### config.mk
export PLATFORM = sky130hd
export DESIGN_NAME = spi_slave_param
export DESIGN_NICKNAME = d
export VERILOG_FILES = /design/src/rtl/spi_slave_param.sv
export SDC_FILE = /design/constraint.sdc
export NUM_CORES = 1
export LEC_CHECK = 0
export ABC_AREA = 1
export CAP_MARGIN = 20
export CORE_MARGIN = 2
export CORE_UTILIZATION = 59
export DETAILED_ROUTE_END_ITERATION = 12
export HOLD_SLACK_MARGIN = 0.03
export PLACE_DENSITY = 0.88
export SYNTH_ARGS = -nofsm -noshare
export SYNTH_HDL_FRONTEND = slang
export SYNTH_SLANG_ARGS = --single-unit
### constraint.sdc
create_clock -name clk -period 2.45 [get_ports clk]
set_input_delay 0.49 -clock clk [delete_from_list [all_inputs] [get_ports clk]]
set_output_delay 0.49 -clock clk [all_outputs]
set_load 0.02 [all_outputs]
### src/rtl/spi_slave_param.sv
// Parametrised SPI slave front-end: deserialises {cmd, payload} frames for the RAM
// and serialises read data back on MISO, with read-address tracking and tx-wait timeout.
module spi_slave_param #(
  parameter int DATA_W     = 8,
  parameter int TX_TIMEOUT = 16
) (
  input  logic              clk,
  input  logic              rst_n,
  input  logic              SS_n,
  input  logic              MOSI,
  output logic              MISO,
  output logic [DATA_W+1:0] rx_data,
  output logic              rx_valid,
  input  logic [DATA_W-1:0] tx_data,
  input  logic              tx_valid,
  output logic              frame_err,
  output logic              rd_pending
);

  localparam int RX_W  = DATA_W + 2;
  localparam int CNT_W = $clog2(RX_W + 1);
  localparam int TO_W  = (TX_TIMEOUT > 1) ? $clog2(TX_TIMEOUT) : 1;

  typedef enum logic [2:0] {
    IDLE, CHK_CMD, WRITE, READ_ADD, READ_DATA, TX_WAIT, TX_SHIFT, DONE
  } state_t;

  state_t            state;
  state_t            next_state;
  logic [CNT_W-1:0]  bit_cnt;
  logic [TO_W-1:0]   wait_cnt;
  logic [RX_W-2:0]   rx_shift;
  logic [DATA_W-2:0] tx_shift;

  logic in_frame;
  logic abort;
  logic rx_last;
  logic tx_accept;
  logic tx_timeout;
  logic tx_last;

  always_ff @(posedge clk or negedge rst_n) begin
    if (!rst_n) state <= IDLE;
    else        state <= next_state;
  end

  // Control decodes shared by the next-state logic and the datapath registers.
  always_comb begin
    in_frame   = (state != IDLE) && (state != DONE);
    abort      = in_frame && SS_n;
    rx_last    = ((state == WRITE) || (state == READ_ADD) || (state == READ_DATA)) &&
                 (bit_cnt == CNT_W'(RX_W - 1));
    tx_accept  = (state == TX_WAIT) && tx_valid;
    tx_timeout = (TX_TIMEOUT > 0) && (state == TX_WAIT) && !tx_valid &&
                 (wait_cnt == TO_W'(TX_TIMEOUT - 1));
    tx_last    = (state == TX_SHIFT) && (bit_cnt == CNT_W'(DATA_W - 1));
  end

  always_comb begin
    next_state = state;
    if (abort) begin
      next_state = IDLE;
    end else begin
      case (state)
        IDLE:      if (!SS_n) next_state = CHK_CMD;
        CHK_CMD:   next_state = MOSI ? (rd_pending ? READ_DATA : READ_ADD) : WRITE;
        WRITE:     if (rx_last) next_state = DONE;
        READ_ADD:  if (rx_last) next_state = DONE;
        READ_DATA: if (rx_last) next_state = TX_WAIT;
        TX_WAIT: begin
          if (tx_accept)       next_state = TX_SHIFT;
          else if (tx_timeout) next_state = DONE;
        end
        TX_SHIFT:  if (tx_last) next_state = DONE;
        DONE:      if (SS_n) next_state = IDLE;
        default:   next_state = IDLE;
      endcase
    end
  end

  // An abort always wins, even on the edge carrying the last bit of a frame.
  always_ff @(posedge clk or negedge rst_n) begin
    if (!rst_n) begin
      MISO       <= 1'b0;
      rx_data    <= '0;
      rx_valid   <= 1'b0;
      frame_err  <= 1'b0;
      rd_pending <= 1'b0;
      bit_cnt    <= '0;
      wait_cnt   <= '0;
      rx_shift   <= '0;
      tx_shift   <= '0;
    end else begin
      rx_valid  <= 1'b0;
      frame_err <= 1'b0;
      if (abort) begin
        frame_err <= 1'b1;
        MISO      <= 1'b0;
        bit_cnt   <= '0;
        wait_cnt  <= '0;
      end else begin
        case (state)
          WRITE, READ_ADD, READ_DATA: begin
            rx_shift <= {rx_shift[RX_W-3:0], MOSI};
            if (rx_last) begin
              rx_data  <= {rx_shift, MOSI};
              rx_valid <= 1'b1;
              bit_cnt  <= '0;
              if (state == READ_ADD)  rd_pending <= 1'b1;
              if (state == READ_DATA) rd_pending <= 1'b0;
            end else begin
              bit_cnt <= bit_cnt + CNT_W'(1);
            end
          end
          TX_WAIT: begin
            if (tx_accept) begin
              tx_shift <= tx_data[DATA_W-2:0];
              MISO     <= tx_data[DATA_W-1];
              wait_cnt <= '0;
            end else if (tx_timeout) begin
              frame_err <= 1'b1;
              wait_cnt  <= '0;
            end else begin
              wait_cnt <= wait_cnt + TO_W'(1);
            end
          end
          TX_SHIFT: begin
            if (tx_last) begin
              MISO    <= 1'b0;
              bit_cnt <= '0;
            end else begin
              MISO     <= tx_shift[DATA_W-2];
              tx_shift <= tx_shift << 1;
              bit_cnt  <= bit_cnt + CNT_W'(1);
            end
          end
          default: begin
            MISO     <= 1'b0;
            bit_cnt  <= '0;
            wait_cnt <= '0;
          end
        endcase
      end
    end
  end

endmodule

==> metrics.log <==
[metrics] number of synthesized register bits: 41
[metrics] Die X-Extent: 64.9 µm
[metrics] Synth warnings: 0
[metrics] worst skew pair latency: 0.29 ns
[metrics] number of search-and-repair iterations in the first detailed-routing pass: 4
[metrics] first-pass GRT wire length: 6600 µm
[metrics] row cnt: 22
[metrics] final hold violation count: 0
[metrics] chip height: 64.9 µm
[metrics] pre-CTS worst setup slack: 0.556 ns
[metrics] cell area after synthesis: 0.00219 mm²
[metrics] gate family responsible for the most delay along the worst path: simple AND/OR/NAND/NOR gates
[metrics] number of antenna violations at the first check in global routing: 0
[metrics] most used cells in the layout excluding fill and tap cells: sky130_fd_sc_hd__nand2_1 (64), sky130_fd_sc_hd__dfrtp_1 (41), sky130_fd_sc_hd__clkdlybuf4s50_1 (25)
[metrics] syn_area_per_cell: 9.12 µm²
[metrics] proportion of power drawn by flip-flops and latches: 43.4%
[metrics] most used cell along the critical path: sky130_fd_sc_hd__nand2_1
[metrics] Gate Count Post-Synth: 240
[metrics] buffers added on ports: 26
[metrics] data required time of the critical path: 2.64 ns
[metrics] worst setup margin: 0.597 ns
[metrics] setup repair after global routing missed its margin: no
[metrics] classification of the worst setup path: reg -> reg
[metrics] setup violators final: 0
[metrics] top area cells in the synthesized netlist: sky130_fd_sc_hd__dfrtp_1 (47%), sky130_fd_sc_hd__nand2_1 (11%), sky130_fd_sc_hd__nand3_1 (4.3%)
[metrics] proportion of layout cells with a drive suffix above 1: 15.7%
[metrics] slew margin rel.: 42.4%
[metrics] shortest period the worst path allows: 1.85 ns
[metrics] actual slew at the worst max-slew pin: 0.863 ns
[metrics] power spent charging and discharging nets: 973 µW
[metrics] clock network fraction of design power: 18.6%
[metrics] ratio of final minimum period to clock period: 75.6%
[metrics] Combinational Power Share: 38.0%
[metrics] ANT cells: 0
[metrics] setup_tns: 0 ns
[metrics] DRT antenna net count: 0
[metrics] worst vdd rail ir drop: 0.000577 V
[metrics] Clock Sinks: 41
[metrics] remaining routing DRC violations: 0
[metrics] Resized Gates After CTS: 0
[metrics] stage delay of the slowest cell on the critical path: 0.73 ns
[metrics] design internal power: 1.35 mW
[metrics] maximum clock frequency: 540 MHz
[metrics] overall routing resource usage: 19.9%
[metrics] Clock Skews: 0.00473 ns
[metrics] remaining global-route overflow: 0
[metrics] slowest stage cell on the critical path: sky130_fd_sc_hd__dfrtp_1
[metrics] area enclosed by the die boundary: 0.00421 mm²
[metrics] starting utilization of the core area: 60.7%
[metrics] nature of the critical path startpoint: flop
[metrics] Sw Share: 41.8%
[metrics] nets: 283
[metrics] vias in the first global route: 1625
[metrics] static leakage power: 1.25 nW
[metrics] signal arrival time at the worst endpoint: 2.04 ns
[metrics] syn_nets: 256
[metrics] area grow syn2layout: 14.9%
[metrics] maximum clock path buffer count: 2
[metrics] cell at the root of the clock tree: sky130_fd_sc_hd__clkbuf_8
[metrics] number of primary I/O pins: 27
[metrics] crit end category: flop
[metrics] iteration-0 DRC count of the detailed router: 82
[metrics] largest net degree at the start of global routing: 42
[metrics] post-synth top area cell: sky130_fd_sc_hd__dfrtp_1
[metrics] number of buffers created by CTS: 5
[metrics] Max Transition Viols Final: 0
[metrics] area of the core: 0.00361 mm²
[metrics] CTS tree: done
[metrics] Reg clk slew, reported paths: 0.08 ns
[metrics] sum of net half-perimeters after detailed placement: 2890 µm
[metrics] CP Cell Sequence: inv_1, nand2_2, nand4_4, nor2_4, nand2_1, nand2_1, nand2_1
[metrics] max-capacitance violation count: 0
[metrics] Post CTS Setup Buffer Count: 0
[metrics] detailed-route wire length: 3850 µm
[metrics] Seq/Total Area, Yosys: 46.9%
[metrics] top cell type's share of synthesized area: 46.9%
[metrics] end-of-flow core utilization: 69.7%
[metrics] # H-tree levels: 2
[metrics] leading cell type in the layout, fill and taps excluded: sky130_fd_sc_hd__nand2_1
[metrics] cell area power density: 926 mW/mm²
[metrics] number of buffer and inverter instances along the worst setup path: 1
[metrics] status: finished clean
[metrics] classification of the worst-slack hold path: in -> async
[metrics] final weighted congestion in routability-driven placement: 0.856
[metrics] Synth cell types: 32
[metrics] via-per-instance ratio: 5.25
[metrics] critical path fanouts, max: 17
[metrics] total number of vias: 1660
[metrics] wire length per cell after detailed routing: 12.2 µm
[metrics] Hold Buf Count CTS: 0
cells in the mapped netlist:
cell / instances
sky130_fd_sc_hd__nand2_1: 64
sky130_fd_sc_hd__dfrtp_1: 41
sky130_fd_sc_hd__inv_1: 20
sky130_fd_sc_hd__nand3_1: 19
sky130_fd_sc_hd__nor2_1: 11
sky130_fd_sc_hd__o21ai_0: 10
sky130_fd_sc_hd__a21oi_1: 8
sky130_fd_sc_hd__o21ai_1: 8
sky130_fd_sc_hd__mux2i_1: 7
sky130_fd_sc_hd__nand2_2: 7
sky130_fd_sc_hd__nand2_4: 5
sky130_fd_sc_hd__buf_6: 4
sky130_fd_sc_hd__ha_1: 3
sky130_fd_sc_hd__inv_2: 3
sky130_fd_sc_hd__nand4_1: 3
sky130_fd_sc_hd__nor2_4: 3
sky130_fd_sc_hd__o21ai_2: 3
sky130_fd_sc_hd__a21oi_2: 2
sky130_fd_sc_hd__buf_8: 2
sky130_fd_sc_hd__nand3_4: 2
sky130_fd_sc_hd__nor2_2: 2
sky130_fd_sc_hd__nor3_1: 2
sky130_fd_sc_hd__xor2_1: 2
sky130_fd_sc_hd__a21boi_1: 1
sky130_fd_sc_hd__a21oi_4: 1
sky130_fd_sc_hd__inv_4: 1
sky130_fd_sc_hd__nand2_8: 1
sky130_fd_sc_hd__nand3_2: 1
sky130_fd_sc_hd__nand3b_1: 1
sky130_fd_sc_hd__nand4_4: 1
sky130_fd_sc_hd__nor2_8: 1
sky130_fd_sc_hd__o22ai_1: 1
worst reg2reg max path: cells and delay by family (launching register included):
family | cells | cell delay, ns
AND/OR/NAND/NOR | 6 | 0.85
flip-flops | 1 | 0.73
buffers and inverters | 1 | 0.18
stage by stage:
step	hold slack, ns	std cells	power [mW]	area (µm²)
6_report	0.301	316	2.33	2510
5_1_grt	0.391	316	2.48	2510
4_1_cts	0.349	316	2.34	2510
3_5_place_dp	0.467	308	1.91	2430
3_3_place_gp	0.465	308	1.87	2430
2_1_floorplan	0.194	240	1.79	2190
sequential cells by signal, summed over array words and instances, names as in the netlist:
name	count
rd_pending	1
MISO	1
rx_valid	1
bit_cnt	4
rx_data	10
state	3
rx_shift	9
wait_cnt	4
tx_shift	7
frame_err	1
area by class of cell:
type / count / area, µm²
Multi-Input combinational cell: 169 / 995
Clock buffer: 5 / 68.8
Timing Repair Buffer: 26 / 255
Inverter: 24 / 92.6
Fill cell: 274 / 1090
Sequential cell: 41 / 1030
Clock inverter: 3 / 17.5
Tap cell: 48 / 60.1
layer usage:
| layer | GRT usage (%) | wire (µm) |
|---|---|---|
| met5 | 0 | 0 |
| met3 | 4.17 | 118 |
| met1 | 24.4 | 1730 |
| met4 | 6.65 | 52 |
| met2 | 34.9 | 1960 |
logic make-up after synthesis:
group / share of synthesized area [%]
AND/OR/NAND/NOR: 30.4
AO/OA/AOI/OAI: 9.32
XOR/XNOR: 0.801
buffers and inverters: 7.66
adder cells (fa/ha/maj): 1.72
multiplexers: 3.20
flip-flops: 46.9
worst paths after layout:
check	slack, ns	startpoint	depth (start not counted)	endpoint
worst max-delay path	0.60	state[2]	7	rd_pending
worst min-delay path	0.30	rst_n	1	rx_valid
worst max register to register	0.60	state[2]	7	rd_pending
worst min register to register	0.49	tx_shift[4]	2	tx_shift[4]
max in group asynchronous	1.60	rst_n	1	bit_cnt[1]
min in group clk	0.49	tx_shift[4]	2	tx_shift[4]
power groups by stage:
stage               logic [mW]  registers (mW)  clock network [mW]
global route             0.988            1.03               0.459
detailed placement       0.891            1.02                   0
global placement         0.863            1.01                   0
CTS                      0.894            1.01               0.436
finish                   0.885            1.01               0.432
floorplan                0.835           0.953                   0
(Power assumes the default switching activity.)
